`config.mk`:
```
export PLATFORM = sky130hd
export DESIGN_NAME = calc_pi_mc
export DESIGN_NICKNAME = d
export VERILOG_FILES = /design/src/rtl/calc_pi_mc.sv
export SDC_FILE = /design/constraint.sdc
export NUM_CORES = 1
export LEC_CHECK = 0
export CORE_MARGIN = 2
export CORE_UTILIZATION = 60
export DETAILED_ROUTE_END_ITERATION = 10
export GPL_TIMING_DRIVEN = 0
export PLACE_DENSITY = 0.74
export SLEW_MARGIN = 20
export SYNTH_ARGS = -nofsm -noshare
export SYNTH_HDL_FRONTEND = slang
export SYNTH_SLANG_ARGS = --single-unit
```
`constraint.sdc`:
```
create_clock -name clk -period 6.9 [get_ports clk]
set_input_delay 0.69 -clock clk [delete_from_list [all_inputs] [get_ports clk]]
set_output_delay 0.69 -clock clk [all_outputs]
set_load 0.01 [all_outputs]
```
`src/rtl/calc_pi_mc.sv`:
```
// Monte-Carlo pi estimator: two 32-bit LFSRs feed a 3-stage square/compare
// pipeline whose hit ratio over 2^LOG2_SAMPLES samples is published as Q6.23.
module calc_pi_mc #(
  parameter int unsigned LOG2_SAMPLES = 18,
  parameter logic [31:0] X_SEED       = 32'hACE12468,
  parameter logic [31:0] Y_SEED       = 32'h1357BDF9
) (
  input  logic        clk,
  input  logic        rst,
  output logic [28:0] pi_out
);

  localparam int unsigned CW    = LOG2_SAMPLES + 1;
  localparam int unsigned SHIFT = 25 - LOG2_SAMPLES;

  // Sixteen Fibonacci steps of x^32+x^22+x^2+x+1, flattened into one clock.
  function automatic logic [31:0] lfsr_adv16(input logic [31:0] s);
    logic [31:0] r;
    r = s;
    for (int i = 0; i < 16; i++) begin
      r = {r[30:0], r[31] ^ r[21] ^ r[1] ^ r[0]};
    end
    return r;
  endfunction

  logic [31:0]             x_lfsr_q, x_lfsr_d, y_lfsr_q, y_lfsr_d;
  logic [15:0]             x_q, x_d, y_q, y_d;
  logic                    v1_q, v1_d, v2_q, v2_d, v3_q, v3_d;
  logic [31:0]             xx_q, xx_d, yy_q, yy_d;
  logic                    hit_q, hit_d;
  logic [32:0]             sum;
  logic [CW-1:0]           hit_cnt_q, hit_cnt_d, hit_sum;
  logic [LOG2_SAMPLES-1:0] smp_cnt_q, smp_cnt_d;
  logic [28:0]             pi_q, pi_d;

  // NOTE: every signal gets a default at the top of the always_comb so no
  // path leaves it unassigned; otherwise synthesis infers a latch.
  always_comb begin
    x_lfsr_d  = lfsr_adv16(x_lfsr_q);
    y_lfsr_d  = lfsr_adv16(y_lfsr_q);
    x_d       = x_lfsr_d[15:0];
    y_d       = y_lfsr_d[15:0];
    v1_d      = 1'b1;
    xx_d      = {16'd0, x_q} * {16'd0, x_q};
    yy_d      = {16'd0, y_q} * {16'd0, y_q};
    v2_d      = v1_q;
    sum       = {1'b0, xx_q} + {1'b0, yy_q};
    hit_d     = ~sum[32];
    v3_d      = v2_q;
    hit_sum   = hit_cnt_q + CW'(hit_q);
    hit_cnt_d = hit_cnt_q;
    smp_cnt_d = smp_cnt_q;
    pi_d      = pi_q;
    if (v3_q) begin
      if (&smp_cnt_q) begin
        // Scaling by 4*2^23/N is a pure left shift because N is a power of two.
        pi_d      = 29'(hit_sum) << SHIFT;
        hit_cnt_d = '0;
        smp_cnt_d = '0;
      end else begin
        hit_cnt_d = hit_sum;
        smp_cnt_d = smp_cnt_q + 1'b1;
      end
    end
  end

  // NOTE: state is updated with non-blocking assignments so every flop
  // samples the pre-edge value of its neighbours, matching the hardware.
  always_ff @(posedge clk or negedge rst) begin
    if (!rst) begin
      x_lfsr_q  <= X_SEED;
      y_lfsr_q  <= Y_SEED;
      x_q       <= '0;
      y_q       <= '0;
      v1_q      <= 1'b0;
      xx_q      <= '0;
      yy_q      <= '0;
      v2_q      <= 1'b0;
      hit_q     <= 1'b0;
      v3_q      <= 1'b0;
      hit_cnt_q <= '0;
      smp_cnt_q <= '0;
      pi_q      <= '0;
    end else begin
      x_lfsr_q  <= x_lfsr_d;
      y_lfsr_q  <= y_lfsr_d;
      x_q       <= x_d;
      y_q       <= y_d;
      v1_q      <= v1_d;
      xx_q      <= xx_d;
      yy_q      <= yy_d;
      v2_q      <= v2_d;
      hit_q     <= hit_d;
      v3_q      <= v3_d;
      hit_cnt_q <= hit_cnt_d;
      smp_cnt_q <= smp_cnt_d;
      pi_q      <= pi_d;
    end
  end

  assign pi_out = pi_q;

endmodule

```
* Word-level counts from Yosys, hierarchy flattened *
Index checks and enable logic that the tools add are counted.
Widths: inputs -> output; s select.

storage, ports and cells
  output and inout bits = 29
  bits in registers = 220
  memories = 0
  bits in latches = 0
  input bits = 2
  ROM bits = 0
  word-level logic and storage cells = 119
  memory bits (writable) = 0

cells by class
  div/mod/pow operators = 0
  equal/unequal tests = 0
  multipliers = 2
  shifts and indexed selects = 0
  reduce and logical (&&, ||, !) cells = 2
  multiplexer cells = 2
  add/subtract/negate cells = 3
  $lt $le $gt $ge = 0
  bitwise operators = 97

operators by type and width
  kind                   number
  $xor 1x1->1            96
  $mul 16x16->32         2
  $add 32x32->33         1
  $add 19x1->19          1
  $mux 19                1
  $reduce_and 19->1      1
  $add 18x1->18 const B  1
  $mux 18                1
  $reduce_and 18->1      1
  $not 1->1              1

* Depth between registers and ports, before layout *
  depth after elaboration = 18
  gate-level depth with buffers = 24
  gate-level depth less buffers = 23

* Least setup slack after synthesis *
OpenSTA, ideal clock, no wires.

  path type = reg2reg
  start = reg y_q[14]
  end = reg yy_q[30]
  stages on the path, launching flop included = 22
  setup time = 0.069 ns
  clock period less this slack = 6.294 ns
  path buffers = 2
  arrival = 6.226 ns
  slack = 0.606 ns
  data required time = 6.831 ns
  cells stage by stage = dfrtp_1 > clkbuf_1 > clkbuf_1 > nand2_1 > fa_1 > inv_1 > fa_1 > fa_1 > fa_1 > fa_1 > inv_1 > fa_1 > inv_1 > ha_1 > and2_1 > nand3_1 > nor2_1 > nand2_1 > o31a_1 > o21a_1 > or4b_2 > nand3_1

between the ends
  word-level cells in the longest chain between the ends = 1

RTL lines
  element                   RTL line  RTL
  start: declaration        27        logic [15:0] x_q, x_d, y_q, y_d;
  start signal: assignment  88        y_q <= y_d;
  $mul 16x16->32            45        yy_d = {16'd0, y_q} * {16'd0, y_q};
  net yy_d[30]              29        logic [31:0] xx_q, xx_d, yy_q, yy_d;
  end signal: assignment    91        yy_q <= yy_d;
  end: declaration          29

The timed path passes the listed nets, and every way through them passes these cells.
A chain may end at the register's enable or synchronous reset.

* Worst setup path in the final report *
  start = reg x_q[10]
  end = reg xx_q[31]

between the ends
  word-level cells in the longest chain between the ends = 1

RTL lines
  element                   RTL line  RTL
  start: declaration        27
  start signal: assignment  73        x_q <= '0;
  start signal: assignment  87        x_q <= x_d;
  $mul 16x16->32            44        xx_d = {16'd0, x_q} * {16'd0, x_q};
  net xx_d[31]              29
  end signal: assignment    76        xx_q <= '0;
  end signal: assignment    90        xx_q <= xx_d;
  end: declaration          29

The timed path passes the listed nets, and every way through them passes these cells.

==> impl_metrics.tcl <==
set metrics [dict create \
    synthAdderAreaFrac_pct 42.2 \
    worst_ep_required_time_ps 7270 \
    relSlewSlack_pct 28.6 \
    min_period_over_period_pct 97.7 \
    grt_overflow 0 \
    power_uw 2560 \
    irDropWorstVdd_v 0.000141 \
    htreeDepth 1 \
    num_vias 15200 \
    wl_per_cell_um 16.2 \
    synthXorXnorAreaFrac_pct 7.66 \
    ys_warn_count 0 \
    finalHoldViolCount 0 \
    final_nets 2904 \
    finClkSkew_ps 28.7 \
    drc 0 \
    clkTransAtPathRegs_ps 60 \
    fin_cells 2825 \
    synthMuxAreaShare_pct 0.379 \
    worstSetupEndpointType "flip-flop" \
    r2r_slack_ps 160 \
    drv_cap 0 \
    fin_util_pct 65.9 \
    leakage_uw 0.0137 \
    critPathKind "flip-flop to flip-flop" \
    synth_top_family_by_area "adder cells" \
    syn_area_um2 22400 \
    setup_viol 0 \
    syn2layout_area_growth_pct 7.68 \
    grt_pass1_wl_um 78900 \
    synth-compound-area-share_pct 6.50 \
    dr.pass1.iters 8 \
    ys_ff_latch 201 \
    synth_seq_area_share_pct 22.6 \
    cts_root_buffer "clkbuf_16" \
    hold_class "input port to asynchronous set/reset pin" \
    final_cell_mix "530 x inv_1, 325 x fa_1, 237 x ha_1" \
    max_freq_ghz 0.148 \
    p_per_area_nw_per_um2 106 \
    core_um2 36700 \
    clock_sinks 201 \
    io_buffer_count 20 \
    drt_first_iter_violations 716 \
    routed_wirelength_um 45700 \
    synth_flop_cell "dfrtp_1" \
    crit_fanout 10 \
    die_area_um2 39000 \
    antenna_cells 0 \
    rows 70 \
    status "finished clean" \
    initial_utilization_pct 61.2 \
    antenna_found_initial 0 \
    period_needed_ps 6740 \
    die_h_um 197 \
    layout_commonest_cell "inv_1" \
    cts_hold_buffers 0 \
    grt_max_degree 103 \
    worst_pin_slew_ps 1060 \
    cts_tree "done" \
    arrival_ps 7110 \
    io_pins 31 \
    ys_types 64 \
    clk_latency_ps 530 \
    gp_congestion 0.915 \
    hpwl_um 37100 \
    start_kind "flip-flop" \
    syn_area_per_cell_um2 9.81 \
    drtAntennaViolNets 0 \
    synth_cells 2288 \
    placed_cells 2786 \
    track_usage_pct 25.5 \
    fp.dieW_um 197 \
    synth_edf_count 0 \
    first_global_vias 16700 \
    fin_setup_tns_ps 0 \
    final_layout_size_suffix_gt1_share_pct 6.28 \
    synth_simple_gate_area_share_pct 10.6 \
    cts_buffers 24 \
    drv_slew 0 \
    synthArstFlopShare_pct 100 \
    via_per_inst 5.40 \
    clockBufferDepth 3 \
    rsz0062_at_grt "false" \
]
## cell families after synthesis
family | count (synthesis)
and+or+nand+nor | 506
muxes | 8
other | 2
xor gates and xnor gates | 189
adders and majority gates | 562
AOI/OAI and AO/OA | 228
buffers and inverters | 592
DFF | 201
## path summary, 6_finish.rpt
path | depth (start not counted) | to | startpoint
setup / recovery | 20 | xx_q[31]$_DFF_PN0_ | x_q[10]$_DFF_PN0_
hold / removal | 1 | smp_cnt_q[4]$_DFFE_PN0P_ | rst
setup reg to reg | 20 | xx_q[31]$_DFF_PN0_ | x_q[10]$_DFF_PN0_
hold reg to reg | 0 | v2_q$_DFF_PN0_ | v1_q$_DFF_PN0_
max in group asynchronous | 2 | y_q[14]$_DFF_PN0_ | rst
min in group clk | 0 | v2_q$_DFF_PN0_ | v1_q$_DFF_PN0_
## critical path: stages, from the launching register on
cell      delay (ps)
dfrtp_1          440
clkbuf_1         530
nand2_1          160
fa_1             610
inv_1             70
fa_1             550
fa_1             430
fa_1             460
fa_1             490
inv_1             50
fa_1             480
inv_1             40
ha_1             350
and3_1           210
and4_1           250
and3_1           230
inv_1             60
a311oi_1         550
o31ai_1          250
mux2i_1          210
nand4_1          120
## synth_stat cells (27+ instances only)
library cell	number	area share [%]
a21o_1	30	1.0
a21oi_1	68	1.5
and2_1	76	2.1
clkbuf_1	51	0.85
dfrtp_1	168	19
dfstp_2	33	3.9
fa_1	325	29
ha_1	237	13
inv_1	531	8.9
nand2_1	214	3.6
nand3_1	27	0.60
nor2_1	90	1.5
o21ai_0	49	1.1
xnor2_1	135	5.3
xor2_1	49	1.9
## cell type report
cell class | instances | area (µm²)
flip-flops and latches | 201 | 5090
multi-input cells | 1504 | 15200
fillers | 2836 | 12500
inverters | 531 | 1990
repair buffers | 25 | 263
clock buffers | 34 | 669
clock inverters | 9 | 106
well taps | 468 | 586
plain buffers | 53 | 288
## report_power, final
group	leakage [µW]	internal, µW	switching (µW)
Clock	0.000382	752	493
Combinational	0.0106	34.2	54.9
Sequential	0.00264	1200	24.7
Total	0.0137	1990	572
## flip-flops by register name, summed over array words and instances, names as in the netlist, 16 cells and up
name and count:
pi_out 19, xx_q 30, y_lfsr_q 28, smp_cnt_q 18, y_q 16, x_lfsr_q 22
yy_q 30, hit_cnt_q 19
## metrics by stage
stage	setup slack [ps]	hold slack, ps	instance area [µm²]
floorplan	606	331	22500
global placement	-2790	333	23300
detailed placement	-331	336	23300
CTS	4.65	208	24100
global route	2.49	253	24200
finish	158	174	24200
## per-layer routing
layer  GRT usage, %  up-vias  share of wire [%]
met5              0        -                  0
met4           8.19        0                3.1
met3           4.00       96                6.1
met2           44.8      376                 50
met1           32.5     7657                 41
li1               -     7112                  -
## what timing repair did
action,in CTS,in global routing
endpoints found under the setup margin,12,21
setup buffers,0,4
resized for setup,13,69
(Power assumes the default switching activity.)
